$ cat config.mk
export PLATFORM = sky130hd
export DESIGN_NAME = ysyx_220053_div32
export DESIGN_NICKNAME = d
export VERILOG_FILES = /design/src/rtl/ysyx_220053_div32_pkg.sv /design/src/rtl/ysyx_220053_div_step.sv /design/src/rtl/ysyx_220053_div32.sv
export SDC_FILE = /design/constraint.sdc
export NUM_CORES = 1
export LEC_CHECK = 0
export ABC_CLOCK_PERIOD_IN_PS = 8650
export CAP_MARGIN = 20
export CORE_ASPECT_RATIO = 0.9
export CORE_MARGIN = 2
export CORE_UTILIZATION = 40
export CTS_BUF_LIST = sky130_fd_sc_hd__clkbuf_4
export DETAILED_ROUTE_END_ITERATION = 8
export MAX_ROUTING_LAYER = met4
export PLACE_DENSITY = 0.67
export SLEW_MARGIN = 20
export SYNTH_ARGS = -nofsm -noshare
export SYNTH_HDL_FRONTEND = slang
export SYNTH_SLANG_ARGS = --single-unit
$ cat constraint.sdc
create_clock -name clk -period 8.65 [get_ports clk]
set_input_delay 1.73 -clock clk [delete_from_list [all_inputs] [get_ports clk]]
set_output_delay 1.73 -clock clk [all_outputs]
set_load 0.03 [all_outputs]
$ cat src/rtl/ysyx_220053_div32_pkg.sv
// ysyx_220053_div32_pkg: shared widths, FSM encodings and operand helper for the divider
package ysyx_220053_div32_pkg;
  localparam int XLEN = 32;
  localparam int DIV_CNT_W = 5;
  typedef enum logic [1:0] {
    DIV_IDLE = 2'd0,
    DIV_BUSY = 2'd1,
    DIV_DONE = 2'd2
  } div_state_e;
  function automatic logic [XLEN-1:0] abs_if(input logic [XLEN-1:0] v, input logic s);
    return (s && v[XLEN-1]) ? -v : v;
  endfunction
endpackage

$ cat src/rtl/ysyx_220053_div_step.sv
// ysyx_220053_div_step: one restoring-division iteration (shift in dividend MSB, trial subtract)
module ysyx_220053_div_step
  import ysyx_220053_div32_pkg::*;
(
  input  logic [XLEN-1:0] rem,
  input  logic            dvd_msb,
  input  logic [XLEN-1:0] dvsr,
  output logic [XLEN-1:0] rem_nxt,
  output logic            q_bit
);
  logic [XLEN:0] partial;
  logic [XLEN:0] trial;
  always_comb begin
    partial = {rem, dvd_msb};
    trial   = partial - {1'b0, dvsr};
    q_bit   = partial[XLEN] || !trial[XLEN];
    rem_nxt = q_bit ? trial[XLEN-1:0] : partial[XLEN-1:0];
  end
endmodule

$ cat src/rtl/ysyx_220053_div32.sv
// ysyx_220053_div32: iterative RV32M divider, 32 cycles per op; YSYX_220053_DIV_EARLY_OUT_EN finishes trivial cases after one
module ysyx_220053_div32
  import ysyx_220053_div32_pkg::*;
(
  input  logic            clk,
  input  logic            rst,
  input  logic            in_valid,
  output logic            in_ready,
  input  logic            in_signed,
  input  logic [XLEN-1:0] dividend,
  input  logic [XLEN-1:0] divisor,
  input  logic            flush,
  output logic            out_valid,
  input  logic            out_ready,
  output logic [XLEN-1:0] quotient,
  output logic [XLEN-1:0] remainder
);
  div_state_e state, state_nxt;
  logic [DIV_CNT_W-1:0] cnt;
  logic [XLEN-1:0] dvd, dvsr, rem, dvd_org, rem_nxt, q_raw, q_fix, r_fix;
  logic q_neg, r_neg, dz, ovf, mag, q_bit, accept, last, early;
  ysyx_220053_div_step u_step (
    .rem     (rem),
    .dvd_msb (dvd[XLEN-1]),
    .dvsr    (dvsr),
    .rem_nxt (rem_nxt),
    .q_bit   (q_bit)
  );
  assign in_ready  = state == DIV_IDLE;
  assign out_valid = state == DIV_DONE;
  assign accept    = in_ready && in_valid && !flush;
`ifdef YSYX_220053_DIV_EARLY_OUT_EN
  assign early = (dz || ovf || mag) && cnt == DIV_CNT_W'(XLEN-1);
`else
  assign early = 1'b0;
`endif
  assign last = cnt == '0 || early;
  // Quotient bits shift into the dividend register as its MSBs are consumed.
  always_comb begin
    q_raw = {dvd[XLEN-2:0], q_bit};
    q_fix = dz ? '1 : ovf ? {1'b1, {(XLEN-1){1'b0}}} : early && mag ? '0 : q_neg ? -q_raw : q_raw;
    r_fix = dz || (early && mag) ? dvd_org : ovf ? '0 : r_neg ? -rem_nxt : rem_nxt;
    state_nxt = flush ? DIV_IDLE
              : accept ? DIV_BUSY
              : state == DIV_BUSY && last ? DIV_DONE
              : state == DIV_DONE && out_ready ? DIV_IDLE
              : state;
  end
  always_ff @(posedge clk) begin
    if (rst) begin
      state     <= DIV_IDLE;
      cnt       <= '0;
      quotient  <= '0;
      remainder <= '0;
      dvd       <= '0;
      dvsr      <= '0;
      rem       <= '0;
      dvd_org   <= '0;
      q_neg     <= 1'b0;
      r_neg     <= 1'b0;
      dz        <= 1'b0;
      ovf       <= 1'b0;
      mag       <= 1'b0;
    end else begin
      state <= state_nxt;
      if (accept) begin
        dvd     <= abs_if(dividend, in_signed);
        dvsr    <= abs_if(divisor, in_signed);
        rem     <= '0;
        dvd_org <= dividend;
        cnt     <= DIV_CNT_W'(XLEN-1);
        q_neg   <= in_signed && (dividend[XLEN-1] ^ divisor[XLEN-1]);
        r_neg   <= in_signed && dividend[XLEN-1];
        dz      <= divisor == '0;
        ovf     <= in_signed && dividend == {1'b1, {(XLEN-1){1'b0}}} && divisor == '1;
        mag     <= abs_if(divisor, in_signed) > abs_if(dividend, in_signed);
      end else if (state == DIV_BUSY && !flush) begin
        dvd <= q_raw;
        rem <= rem_nxt;
        cnt <= last ? '0 : cnt - 1'b1;
        if (last) begin
          quotient  <= q_fix;
          remainder <= r_fix;
        end
      end
    end
  end
endmodule

==> summary.md <==
| Metric | Value |
|---|---|
| Postcts setup bufs | 0 |
| Global-route wire length before repair | about 70,000 um |
| Die height | between 150 and 200 um |
| Worst Tran Pin Value | approximately 1.1 ns |
| Multi-input gate area | roughly 8700 um^2 |
| Area grow syn2layout | 16.5% |
| Pint | about 0.0017 W |
| VDD IR max | approximately 0.00009 V |
| Worst R2R Setup Slack | about 2.5 ns |
| Nets | 2,017 |
| Cells along the critical path | inv_1, ha_1, fa_1, nand2b_1, a2111oi_4, o2111ai_2, a311o_4, nand2_8, nand2_1, o21ai_0, ha_1, nand2_1, a221o_1, a2111oi_1, and4bb_1, a31oi_1, or3_4, o31a_1, a211o_1, o22ai_1 |
| Synthesized cell area | 13,400 um^2 |
| Number of fill cells in the layout | between 3,000 and 4,000 |
| Ys Warns | 0 |
| Logic gate share of total power | 30.8% |
| Maximum clock frequency | ~160 MHz |
| Critical Path Sink Type | flop |
| WP data arrival | roughly 6.8 ns |
| Crit Path Class | flop to flop |
| Hold-fix buffers, CTS | 0 |
| Unrepaired setup endpoints after global routing | no |
| Seq/Total Area, Yosys | between 30% and 40% |
| Avg WL per Cell | about 19 um |
| GRT Overall Usage | about a quarter |
| Pin count of the biggest net entering global routing | 90 |
| Sequential Power Share | between 30% and 40% |
| Most common flop cell mapped by yosys | dfxtp_1 |
| Final hold vios | 0 |
| Die area | approximately 35,000 um^2 |
| Hold Crit Class | flop to flop |
| RR Endpoint | remainder[30] |
| Port Buffers | roughly 140 |
| Final Instance Count excl. Fillers | between 2,000 and 2,500 |
| Synth Area per Inst | ~7.4 um^2 |
| Final worst path period need | 6.11 ns |
| Hold path endpoint | dvd_org[31] |
| Synth Register Bits | between 200 and 250 |
| Post-Route Skew | between 0.04 and 0.05 ns |
| Layout cells sized above 1 | slightly above 7% |
| CP Data Required Time | a little over 9 ns |
| Syn_nets | around 1,900 |
| Sw frac | between 30% and 40% |
| Num Clock Sinks | between 200 and 250 |
| Clk slew on worst S/H paths | approximately 0.06 ns |
| WHS | between 0.4 and 0.5 ns |
| Num rows | 63 |
| Maximum fanout along the worst path | 54 |
| Netlist cell types | between 80 and 90 |
| Number of flops mapped to enable cells by yosys | 0 |
| Relative slew margins | 29.0% |
| Clock buffer depth | 3 |
| Detail Route Antenna Nets | 0 |
| Initial antenna violation count | 1 |
| NetSw | approximately 0.0010 W |
| Placed instance count | about 2,300 |
| Ys async rst share | 0% |
| Routed WL | 44,000 um |
| Initial Util | between 40 and 50% |
| Crit-path max cell delay | 0.58 ns |
| Endpoints failing setup | 0 |
| Gr ovfl total | 0 |
| Core ar. | 33,000 um^2 |
| Pwr dens | 177 nW/um^2 |
| Critical R2R Launch | dvd[31] |
| Setup TNS | 0 ns |
| Mapped Cells | roughly 1,800 |
| Number of I/O pins | 136 |
| CP delay by family, top | compound AO/OA/AOI/OAI gates |
| Routed vias | around 14,000 |
| Worst-skew pair later-pin latency | between 0.7 and 0.8 ns |
| Detailed placement HPWL | ~32,000 um |
| Cells on worst reg2reg path | 20 |
| Crit path max-delay cell type | a2111oi_1 |
| Register area | between 4000 and 5000 um^2 |
| DRT iter0 DRCs | between 1,000 and 1,500 |
| Outcome | finished clean |
| TritonCTS clock tree | yes |
| First-pass DRT Iterations | 6 |
| Vias per cell | ~6 |
| Hold Path Stages | 2 |
| Drt drc | 0 |
| Hold Startpoint | dvd_org[31] |
| Num CTS Buffers | between 50 and 60 |
| Maxcap violations | 0 |
| GPL Wtd Cong | between 0.9 and 1 |
| Die width | about 200 um |
| Final period util | 70.6% |
| Nature of the critical path startpoint | flop |
| Cts repair resizes | 0 |
| Slew Viols, Final | 0 |
| H-tree levels | 2 |
| Clock Power Share | 32.1% |
| CTS Root Cell | clkbuf_4 |
| Leakage power | 5.72 nW |
| Crit path buffers/inverters | 1 |
| Vias in the first global route | 12,700 |
==> layer usage <==
| metal | wire length (um) | track usage, % | vias up |
|---|---|---|---|
| li1 | - | - | 6774 |
| met1 | 20500 | 34.0 | 6525 |
| met2 | 19300 | 38.3 | 514 |
| met3 | 3000 | 4.33 | 72 |
| met4 | 1230 | 8.27 | 0 |
| met5 | 0 | - | - |
==> power by group through the flow <==
stage,Clock [W],Sequential (W),Combinational (W)
5_1_grt,0.000955,0.00103,0.000935
2_1_floorplan,0,0.00104,0.000592
3_3_place_gp,0,0.00104,0.000826
3_5_place_dp,0,0.00104,0.000833
6_report,0.000886,0.00102,0.000851
4_1_cts,0.000904,0.00102,0.000838
==> worst register-to-register path, stage by stage (launching register included) <==
cell,delay [ns]
dfxtp_1,0.36
inv_1,0.08
ha_1,0.21
fa_1,0.41
nand2b_1,0.24
a2111oi_4,0.41
o2111ai_2,0.28
a311o_4,0.53
nand2_8,0.33
nand2_1,0.12
o21ai_0,0.15
ha_1,0.28
nand2_1,0.09
a221o_1,0.33
a2111oi_1,0.58
and4bb_1,0.31
a31oi_1,0.21
or3_4,0.42
o31a_1,0.26
a211o_1,0.30
o22ai_1,0.13
==> Yosys cell counts, types with 27 or more instances <==
library cell / number / area [um^2]
a211oi_1: 70 / 526
a21oi_1: 135 / 676
a311oi_1: 34 / 298
clkbuf_1: 103 / 387
dfxtp_1: 203 / 4060
ha_1: 38 / 475
inv_1: 53 / 199
nand2_1: 230 / 863
nand3_1: 27 / 135
nor2_1: 283 / 1060
nor3_1: 72 / 360
o21ai_0: 72 / 360
o22ai_1: 29 / 181
xnor2_1: 52 / 455
xor2_1: 77 / 674
==> cells in the final DEF, fill, tap and decap left out, drive strengths merged, types with 20 or more instances in the layout <==
master,netlist,layout
a311oi,34,34
nor3,72,72
xnor2,52,52
ha,38,38
o21ai,75,75
dfxtp,203,203
clkdlybuf4s50,0,134
nor2,283,283
mux2i,20,20
a211oi,70,70
nand3,27,27
nand2,231,231
a221oi,22,22
or3,23,23
clkbuf,104,85
inv,54,55
a21oi,138,138
o22ai,29,29
o31ai,22,22
xor2,77,77
==> through the flow <==
stage	cell area, um^2	total power [W]	setup WS, ns	util, %
after floorplan	13400	0.00163	2.99	-
after global placement	14900	0.00187	2.85	45.2
after detailed placement	14900	0.00188	2.62	45.2
after CTS	15600	0.00276	2.60	47.3
after global routing	15600	0.00292	2.10	47.3
final	15600	0.00276	2.54	47.3
==> state kept, by name, indices dropped and copies added (netlist names), 2 cells and up <==
| register | cells |
|---|---|
| dvd | 32 |
| dvd_org | 32 |
| rem | 32 |
| remainder | 32 |
| dvsr | 32 |
| cnt | 5 |
| state | 2 |
| quotient | 32 |
==> cells by family (layout without fill, tap and decap cells) <==
logic type               count (synthesis)  after routing  synth area share, %
multiplexers                            22             22                 1.66
flip-flops                             203            203                 30.3
buffers and inverters                  180            306                 5.29
AND/OR/NAND/NOR                        747            747                 24.9
other                                    0              1                    0
AO/OA/AOI/OAI                          504            504                 25.7
XOR/XNOR                               129            129                 8.42
adder cells (fa/ha/maj)                 39             39                 3.69
==> cell type report <==
class / count / share of cell area, %
Antenna cell: 1 / 0.0160
Clock buffer: 85 / 4.08
Clock inverter: 17 / 0.480
Inverter: 55 / 1.34
Multi-Input combinational cell: 1441 / 55.4
Sequential cell: 203 / 26.0
Tap cell: 422 / 3.38
Timing Repair Buffer: 149 / 9.30
==> worst max path at each step <==
stage | start | endpoint | slack (ns) | cells past startpoint
finish | dvd[31] | remainder[30] | 2.54 | 20
global route | dvd[31] | remainder[30] | 2.10 | 20
CTS | dvd[31] | remainder[30] | 2.60 | 20
detailed placement | dvd[31] | remainder[30] | 2.62 | 20
global placement | dvd[31] | remainder[30] | 2.85 | 20
floorplan | dvd[31] | remainder[30] | 2.99 | 23
(Power assumes the default switching activity.)
